File: config.mk
export PLATFORM = sky130hd
export DESIGN_NAME = pipeline_sequencer_flat
export DESIGN_NICKNAME = d
export VERILOG_FILES = /design/src/rtl/pipeline_sequencer_if.sv /design/src/rtl/pipeline_sequencer.sv /design/src/flat_wrapper.sv
export SDC_FILE = /design/constraint.sdc
export NUM_CORES = 1
export LEC_CHECK = 0
export CAP_MARGIN = 20
export CORE_MARGIN = 5
export CORE_UTILIZATION = 65
export DETAILED_ROUTE_END_ITERATION = 8
export DONT_BUFFER_PORTS = 1
export MAX_ROUTING_LAYER = met4
export PLACE_DENSITY = 0.77
export SLEW_MARGIN = 20
export SYNTH_ARGS = -nofsm -noshare
export SYNTH_HDL_FRONTEND = slang
export SYNTH_SLANG_ARGS = --single-unit
File: constraint.sdc
create_clock -name CLK -period 3.5 [get_ports CLK]
set_input_delay 0.175 -clock CLK [delete_from_list [all_inputs] [get_ports CLK]]
set_output_delay 0.175 -clock CLK [all_outputs]
set_load 0.005 [all_outputs]
File: src/rtl/pipeline_sequencer_if.sv
// Shared types and the sequencer's bus to the rest of the datapath.
//   cpu_types_pkg : word_t counter width and PC source encodings.
//   pipeline_sequencer_if : status inputs (cache hits, hazard, branch/jump,
//     halt) and control outputs (PC/latch enables and flushes, fetch request,
//     halted flag, performance counters).
//   master modport: the sequencer.  slave modport: the datapath side.
package cpu_types_pkg;
   localparam int unsigned WORD_W  = 32;
   localparam int unsigned PCSEL_W = 2;

   typedef logic [WORD_W-1:0]  word_t;
   typedef logic [PCSEL_W-1:0] pc_sel_t;

   localparam pc_sel_t PC_SEQ    = 2'b00;
   localparam pc_sel_t PC_JUMP   = 2'b01;
   localparam pc_sel_t PC_BRANCH = 2'b10;
endpackage

interface pipeline_sequencer_if;
   import cpu_types_pkg::*;

   // status from caches, hazard unit and resolution logic
   logic    ihit;
   logic    dhit;
   logic    dmem_req;
   logic    load_use;
   logic    jump_id;
   logic    branch_mem;
   logic    halt_mem;

   // pipeline control
   logic    pc_en;
   pc_sel_t pc_sel;
   logic    ifid_en;
   logic    idex_en;
   logic    exmem_en;
   logic    memwb_en;
   logic    ifid_flush;
   logic    idex_flush;
   logic    exmem_flush;
   logic    memwb_flush;
   logic    imemREN;
   logic    halted;

   // performance counters
   word_t   cycle_count;
   word_t   istall_count;
   word_t   flush_count;

   modport master (
      input  ihit, dhit, dmem_req, load_use, jump_id, branch_mem, halt_mem,
      output pc_en, pc_sel, ifid_en, idex_en, exmem_en, memwb_en,
             ifid_flush, idex_flush, exmem_flush, memwb_flush,
             imemREN, halted, cycle_count, istall_count, flush_count
   );

   modport slave (
      output ihit, dhit, dmem_req, load_use, jump_id, branch_mem, halt_mem,
      input  pc_en, pc_sel, ifid_en, idex_en, exmem_en, memwb_en,
             ifid_flush, idex_flush, exmem_flush, memwb_flush,
             imemREN, halted, cycle_count, istall_count, flush_count
   );
endinterface

File: src/rtl/pipeline_sequencer.sv
// Central stall/flush controller for the five-stage pipeline.
// Decides each cycle whether PC and the IF/ID, ID/EX, EX/MEM, MEM/WB latches
// advance, hold or bubble, selects the PC source, runs the halt drain
// (RUN -> DRAIN -> HALTED) and keeps cycle / I-stall / flush counters.
//   CLK : clock, rising edge
//   RST : synchronous active-high reset
//   seq : pipeline_sequencer_if.master (status in, control/counters out)
// Control outputs are combinational from inputs and state; halted and the
// counters are registered.
module pipeline_sequencer
   import cpu_types_pkg::*;
(
   input  logic                 CLK,
   input  logic                 RST,
   pipeline_sequencer_if.master seq
);

   typedef enum logic [1:0] {
      RUN    = 2'd0,
      DRAIN  = 2'd1,
      HALTED = 2'd2
   } state_t;

   state_t state_q;
   state_t state_d;

   logic   dstall;
   logic   istall_evt;
   logic   flush_evt;

   // data-side stall: MEM access outstanding
   assign dstall = seq.dmem_req & ~seq.dhit;

   // state register
   always_ff @(posedge CLK) begin
      if (RST) state_q <= RUN;
      else     state_q <= state_d;
   end

   // next-state logic; a halt is only accepted once the MEM access completes
   always_comb begin
      state_d = state_q;
      case (state_q)
         RUN:     if (seq.halt_mem && !dstall) state_d = DRAIN;
         DRAIN:   state_d = HALTED;
         HALTED:  state_d = HALTED;
         default: state_d = RUN;
      endcase
   end

   // output decode: strict priority in RUN, everything quiet otherwise
   always_comb begin
      seq.pc_en       = 1'b0;
      seq.pc_sel      = PC_SEQ;
      seq.ifid_en     = 1'b0;
      seq.idex_en     = 1'b0;
      seq.exmem_en    = 1'b0;
      seq.memwb_en    = 1'b0;
      seq.ifid_flush  = 1'b0;
      seq.idex_flush  = 1'b0;
      seq.exmem_flush = 1'b0;
      seq.memwb_flush = 1'b0;
      seq.imemREN     = 1'b0;
      istall_evt      = 1'b0;
      flush_evt       = 1'b0;

      if (state_q == RUN) begin
         seq.imemREN = 1'b1;
         if (dstall) begin
            // freeze everything upstream, bubble into WB
            seq.memwb_en    = 1'b1;
            seq.memwb_flush = 1'b1;
         end else if (seq.branch_mem) begin
            // squash the three younger instructions, including any jump in ID
            seq.pc_en       = 1'b1;
            seq.pc_sel      = PC_BRANCH;
            seq.ifid_en     = 1'b1;
            seq.idex_en     = 1'b1;
            seq.exmem_en    = 1'b1;
            seq.memwb_en    = 1'b1;
            seq.ifid_flush  = 1'b1;
            seq.idex_flush  = 1'b1;
            seq.exmem_flush = 1'b1;
            flush_evt       = 1'b1;
         end else if (seq.halt_mem) begin
            // let HALT retire, stop feeding younger work behind it
            seq.exmem_en    = 1'b1;
            seq.exmem_flush = 1'b1;
            seq.memwb_en    = 1'b1;
         end else if (seq.load_use) begin
            seq.idex_en     = 1'b1;
            seq.idex_flush  = 1'b1;
            seq.exmem_en    = 1'b1;
            seq.memwb_en    = 1'b1;
         end else if (seq.jump_id) begin
            // redirect wins over an I-miss; ifid_flush drops the stale fetch
            seq.pc_en       = 1'b1;
            seq.pc_sel      = PC_JUMP;
            seq.ifid_en     = 1'b1;
            seq.idex_en     = 1'b1;
            seq.exmem_en    = 1'b1;
            seq.memwb_en    = 1'b1;
            seq.ifid_flush  = 1'b1;
            flush_evt       = 1'b1;
         end else if (!seq.ihit) begin
            seq.ifid_en     = 1'b1;
            seq.ifid_flush  = 1'b1;
            seq.idex_en     = 1'b1;
            seq.exmem_en    = 1'b1;
            seq.memwb_en    = 1'b1;
            istall_evt      = 1'b1;
         end else begin
            seq.pc_en       = 1'b1;
            seq.ifid_en     = 1'b1;
            seq.idex_en     = 1'b1;
            seq.exmem_en    = 1'b1;
            seq.memwb_en    = 1'b1;
         end
      end
   end

   // halted flag: sticky once the drain cycle completes
   always_ff @(posedge CLK) begin
      if (RST)                  seq.halted <= 1'b0;
      else if (state_q == DRAIN) seq.halted <= 1'b1;
   end

   // performance counters, free-running with natural wrap
   always_ff @(posedge CLK) begin
      if (RST) begin
         seq.cycle_count  <= '0;
         seq.istall_count <= '0;
         seq.flush_count  <= '0;
      end else begin
         if (state_q != HALTED) seq.cycle_count  <= seq.cycle_count  + word_t'(1);
         if (istall_evt)        seq.istall_count <= seq.istall_count + word_t'(1);
         if (flush_evt)         seq.flush_count  <= seq.flush_count  + word_t'(1);
      end
   end

endmodule

File: src/flat_wrapper.sv
// flat-port wrapper written by rule: the top's interface ports become plain ports
module pipeline_sequencer_flat import cpu_types_pkg::*;
  (CLK, RST, seq_ihit, seq_dhit, seq_dmem_req, seq_load_use, seq_jump_id, seq_branch_mem, seq_halt_mem, seq_pc_en, seq_pc_sel, seq_ifid_en, seq_idex_en, seq_exmem_en, seq_memwb_en, seq_ifid_flush, seq_idex_flush, seq_exmem_flush, seq_memwb_flush, seq_imemREN, seq_halted, seq_cycle_count, seq_istall_count, seq_flush_count);
  pipeline_sequencer_if seq_i ();
  input  logic CLK;
  input  logic RST;
  input wire logic [$bits(seq_i.ihit)-1:0] seq_ihit;
  input wire logic [$bits(seq_i.dhit)-1:0] seq_dhit;
  input wire logic [$bits(seq_i.dmem_req)-1:0] seq_dmem_req;
  input wire logic [$bits(seq_i.load_use)-1:0] seq_load_use;
  input wire logic [$bits(seq_i.jump_id)-1:0] seq_jump_id;
  input wire logic [$bits(seq_i.branch_mem)-1:0] seq_branch_mem;
  input wire logic [$bits(seq_i.halt_mem)-1:0] seq_halt_mem;
  output wire logic [$bits(seq_i.pc_en)-1:0] seq_pc_en;
  output wire logic [$bits(seq_i.pc_sel)-1:0] seq_pc_sel;
  output wire logic [$bits(seq_i.ifid_en)-1:0] seq_ifid_en;
  output wire logic [$bits(seq_i.idex_en)-1:0] seq_idex_en;
  output wire logic [$bits(seq_i.exmem_en)-1:0] seq_exmem_en;
  output wire logic [$bits(seq_i.memwb_en)-1:0] seq_memwb_en;
  output wire logic [$bits(seq_i.ifid_flush)-1:0] seq_ifid_flush;
  output wire logic [$bits(seq_i.idex_flush)-1:0] seq_idex_flush;
  output wire logic [$bits(seq_i.exmem_flush)-1:0] seq_exmem_flush;
  output wire logic [$bits(seq_i.memwb_flush)-1:0] seq_memwb_flush;
  output wire logic [$bits(seq_i.imemREN)-1:0] seq_imemREN;
  output wire logic [$bits(seq_i.halted)-1:0] seq_halted;
  output wire logic [$bits(seq_i.cycle_count)-1:0] seq_cycle_count;
  output wire logic [$bits(seq_i.istall_count)-1:0] seq_istall_count;
  output wire logic [$bits(seq_i.flush_count)-1:0] seq_flush_count;
  assign seq_i.ihit = seq_ihit;
  assign seq_i.dhit = seq_dhit;
  assign seq_i.dmem_req = seq_dmem_req;
  assign seq_i.load_use = seq_load_use;
  assign seq_i.jump_id = seq_jump_id;
  assign seq_i.branch_mem = seq_branch_mem;
  assign seq_i.halt_mem = seq_halt_mem;
  assign seq_pc_en = seq_i.pc_en;
  assign seq_pc_sel = seq_i.pc_sel;
  assign seq_ifid_en = seq_i.ifid_en;
  assign seq_idex_en = seq_i.idex_en;
  assign seq_exmem_en = seq_i.exmem_en;
  assign seq_memwb_en = seq_i.memwb_en;
  assign seq_ifid_flush = seq_i.ifid_flush;
  assign seq_idex_flush = seq_i.idex_flush;
  assign seq_exmem_flush = seq_i.exmem_flush;
  assign seq_memwb_flush = seq_i.memwb_flush;
  assign seq_imemREN = seq_i.imemREN;
  assign seq_halted = seq_i.halted;
  assign seq_cycle_count = seq_i.cycle_count;
  assign seq_istall_count = seq_i.istall_count;
  assign seq_flush_count = seq_i.flush_count;
  pipeline_sequencer u_core (.CLK(CLK), .RST(RST), .seq(seq_i));
endmodule
* Word-level counts from Yosys, hierarchy flattened *
Index checks and enable logic that the tools add are counted.

cells by class
  bitwise operators = 2
  mux-type cells = 57
  add/sub/neg operators = 3
  equal/unequal tests = 4
  reductions and logical operators = 4

operator list
  cell                                           count
  adder 32 x 1 -> 32 bit, second input constant  3
  two-way mux 1 bit                              50
  two-way mux 2 bit                              6
  case mux 2 bit (2 select lines)                1
  == test 2 x 1 -> 1 bit, second input constant  1
  == test 2 bit, second input constant           1
  zero test 2 bit                                1
  != test 2 x 1 -> 1 bit, second input constant  1
  != test 2 bit, second input constant           1
  OR reduction 2 bit                             1
  bitwise AND 1 bit                              1
  logical AND 1 bit                              1
  zero test 1 bit                                1
  NOT 1 bit                                      1

word-level totals
  logic and storage cells = 75
  bits of input ports = 9
  output and inout port bits = 109
  flip-flop bits (word level) = 99

* Longest topological paths before layout *
  depth in word-level cells = 7
  depth in mapped cells = 8
  mapped depth without buffers = 7

* Worst setup path after synthesis *
Ideal clock, no wire load.

  kind = register to register
  start = reg u_core.seq.istall_count[9] in the netlist's numbering
  end = reg u_core.seq.istall_count[29] in the netlist's numbering
  buffers on the path = 1
  stages on the path, launching flop included = 7
  required time = 3.430 ns
  data arrival time = 2.112 ns
  setup time = 0.070 ns
  slack = 1.318 ns
  clock period less this slack = 2.182 ns
  path through = dfxtp_1 -> nand2_1 -> or4_1 -> buf_2 -> or4_4 -> or3_1 -> a21oi_1

on the way
  cells in the longest elaborated chain, start to end = 1

ends and longest elaborated chain
  item                    line                         RTL
  start, declared         pipeline_sequencer_if.sv:54  imemREN, halted, cycle_count, istall_count, flush_count
  start signal, assigned  pipeline_sequencer.sv:136    if (istall_evt) seq.istall_count <= seq.istall_count + word_t'(1);
  adder 32 x 1 -> 32 bit  pipeline_sequencer.sv:136

No other way between the ends.
A chain may end at the register's enable or synchronous reset.

* Worst setup path in the final report *
  start = reg u_core.state_q[0]
  end = reg u_core.seq.istall_count[24] in the netlist's numbering

on the way
  cells in the longest elaborated chain, start to end = 2

ends and longest elaborated chain
  item                    line                      RTL
  start, declared         pipeline_sequencer.sv:24  state_t state_q;
  start signal, assigned  pipeline_sequencer.sv:37  else state_q <= state_d;
  zero test 2 bit         pipeline_sequencer.sv:67  if (state_q == RUN) begin
  two-way mux 1 bit       pipeline_sequencer.sv:67

No other way between the ends.

==> summary.txt <==
Core area = 6870 um2
Fin. max-slew vios = 0
Setup total negative slack = 0 ns
Storage cell area = 1980 um2
Synthesis-to-finish area growth = 5.59%
Final setup fails = 0
First-pass GRT wire length = 17.6 mm
Slew at the pin closest to its max-slew limit = 0.674 ns
Num CTS Buffers = 9
Hold WC Path Type = in2reg
Hold Slack = 0.0503 ns
Number of placed I/O pins = 118
Die width = 94.6 um
Kind of critical path = reg2reg
GRT Total Usage = 25.1%
Max Cap Violations = 0
# diodes = 0
DRT iter0 DRCs = 147
Sequential share of the synthesized area = 42.6%
# resized after CTS = 0
Maximum vdd drop = 0.266 mV
Worst rel slew slack = 54.9%
Most frequent cells in the layout = dfxtp_1 (99), nor2_1 (87), xnor2_1 (59), nand2_1 (33), nand3_1 (27)
Min Tclk post-route = 2.70 ns
Row Count = 30
Number of routed nets with antenna violations = 0
Skew-Pair Late Insertion Delay = 0.37 ns
H-tree depth = 3
Leakage = 1.53 nW
RSZ-0062 raised after global routing = no
Clk pin slew, worst setup/hold paths = 0.10 ns
Vias per cell = 6.15
Final Total Pwr = 2.06 mW
Setup WS post-layout = 0.799 ns
RePlAce Congestion = 0.888
Syn Inst Count = 562
Worst slack at placement = 0.866 ns
Initial antenna violation count = 0
Maximum fanout along the worst path = 16
Max Root-Sink Buffers = 2
Final Hold Vio Count = 0
NetSw = 0.506 mW
Post-place instance area = 4660 um2
DP HPWL = 7.35 mm
Gr ovfl total = 0
Port bufs = 0
Clock sinks = 99
Final Cell Area = 4910 um2
Die height = 94.6 um
Post-synth cell types = 37
Nets = 560
Synth Area per Inst = 8.28 um2
Power Dens Cells = 420 nW/um2
Post-Syn Area = 4650 um2
WP data arrival = 2.95 ns
Clk root buf = clkbuf_8
DR pass1 iterations = 4
Net Sw Frac = 24.5%
Worst setup EP type = flip-flop
Clk_skew = 0.00938 ns
Area of the multi-input gates = 2470 um2
Starting Density = 67.7%
Clk pwr share = 38.3%
Int Power = 1.56 mW
Post-synth net total = 577
Reg power frac = 56.1%
Vias = 3,973
Max Clock Freq = 370 MHz
Final period util = 77.2%
Vias in the first global route = 3,739
Yosys Warn Count = 0
Full die area = 8950 um2
R2R Setup Slk = 0.80 ns
Worst Path Required = 3.74 ns
Startpoint types = flip-flop
CTS tree = done
WL/cell = 16.6 um
Share of layout cells above drive strength 1 = 4.36%
FILL cells = 526
Flops & latches, synth = 99
Status = complete, no violations
Largest net degree at the start of global routing = 98
DRC Markers = 0
Most common cell after layout, fill and taps aside = dfxtp_1
Detailed-route wire length = 10.7 mm
Logic pwr share = 5.6%
-- worst max-delay path, stage by stage (launching register included) --
cell,delay [ns]
dfxtp_1,0.34
inv_1,0.08
ha_1,0.38
nor4b_1,0.39
nand4_1,0.62
nor4b_1,0.54
xnor2_1,0.16
nor2_1,0.06
-- synthesized netlist by cell type (all sizes together) --
| master | number | area share, % |
|---|---|---|
| nand4 | 22 | 3.1 |
| or4 | 6 | 1.0 |
| or2 | 1 | 0.13 |
| and4b | 1 | 0.22 |
| mux2i | 4 | 0.86 |
| nand3 | 27 | 2.9 |
| nor3b | 1 | 0.16 |
| o21ai | 20 | 2.2 |
| nor4b | 5 | 0.94 |
| buf | 6 | 0.67 |
| o2111ai | 1 | 0.19 |
| nor2b | 4 | 0.54 |
| nor2 | 87 | 7.0 |
| mux2 | 2 | 0.48 |
| o2111a | 1 | 0.24 |
| nor4 | 25 | 3.4 |
| nand2b | 2 | 0.27 |
| nor3 | 25 | 2.7 |
| xor2 | 11 | 2.1 |
| and4 | 10 | 1.9 |
| and3 | 9 | 1.2 |
| and2 | 2 | 0.27 |
| dfxtp | 99 | 43 |
| inv | 18 | 1.5 |
| and3b | 1 | 0.19 |
| clkbuf | 26 | 2.1 |
| ha | 6 | 1.6 |
| nand2 | 33 | 2.7 |
| a21oi | 25 | 2.7 |
| xnor2 | 59 | 11 |
| o21bai | 1 | 0.16 |
| o31ai | 2 | 0.32 |
| or3 | 20 | 2.7 |
-- per-layer routing --
layer,vias up,track usage (%),part of all wire (%)
met5,-,-,0
met4,0,10.8,1.9
met3,25,9.00,10
met2,157,40.3,48
met1,1874,28.1,39
li1,1917,-,-
-- logic make-up (layout without fill, tap and decap cells) --
family,count (synthesis),after routing,synth area share [%]
XOR/XNOR,70,70,13.2
AO/OA/AOI/OAI,50,50,5.76
flip-flops,99,99,42.6
AND/OR/NAND/NOR,281,281,31.3
multiplexers,6,6,1.34
adder cells (fa/ha/maj),6,6,1.61
buffers and inverters,50,38,4.22
-- power groups by stage --
stage / clock [mW] / sequential, mW / combinational [mW]
global placement: 0 / 1.18 / 0.0914
finish: 0.791 / 1.16 / 0.115
CTS: 0.813 / 1.16 / 0.116
global route: 0.867 / 1.16 / 0.127
floorplan: 0 / 1.18 / 0.0949
detailed placement: 0 / 1.19 / 0.0943
-- area by class of cell --
type / instances / share of cell area (%)
clock buffer: 11 / 3.08
sequential: 99 / 40.3
timing repair buffer: 4 / 1.07
inverter: 18 / 1.38
multi-input combinational: 413 / 50.4
clock inverter: 5 / 1.32
tap: 96 / 2.45
-- registers in the layout, summed over array words and instances (netlist names) --
name	count
u_core.seq.cycle_count	32
u_core.state_q	2
u_core.seq.istall_count	32
u_core.seq.flush_count	32
u_core.seq.halted	1
-- per-stage QoR --
step	instances	utilization, %
finish	646	71.5
global route	646	71.5
CTS	646	71.5
detailed placement	628	67.8
global placement	628	67.8
floorplan	562	-
-- what timing repair did --
| item | 4_1_cts | 5_1_grt |
|---|---|---|
| hold buffers | 2 | 0 |
| hold endpoints to repair | 97 | 0 |
| buffers inserted | 0 | 0 |
-- path summary, 6_finish.rpt --
kind / from / end / depth (start not counted)
worst max register to register: u_core.state_q[0]$_SDFFE_PP0P_ / u_core.seq.istall_count[24]$_SDFFE_PP0P_ / 7
worst min-delay path: RST / u_core.seq.istall_count[23]$_SDFFE_PP0P_ / 2
worst max-delay path: u_core.state_q[0]$_SDFFE_PP0P_ / u_core.seq.istall_count[24]$_SDFFE_PP0P_ / 7
worst min register to register: u_core.seq.flush_count[31]$_SDFFE_PP0P_ / u_core.seq.flush_count[31]$_SDFFE_PP0P_ / 2
No activity file was read; power rests on OpenSTA's default activity.
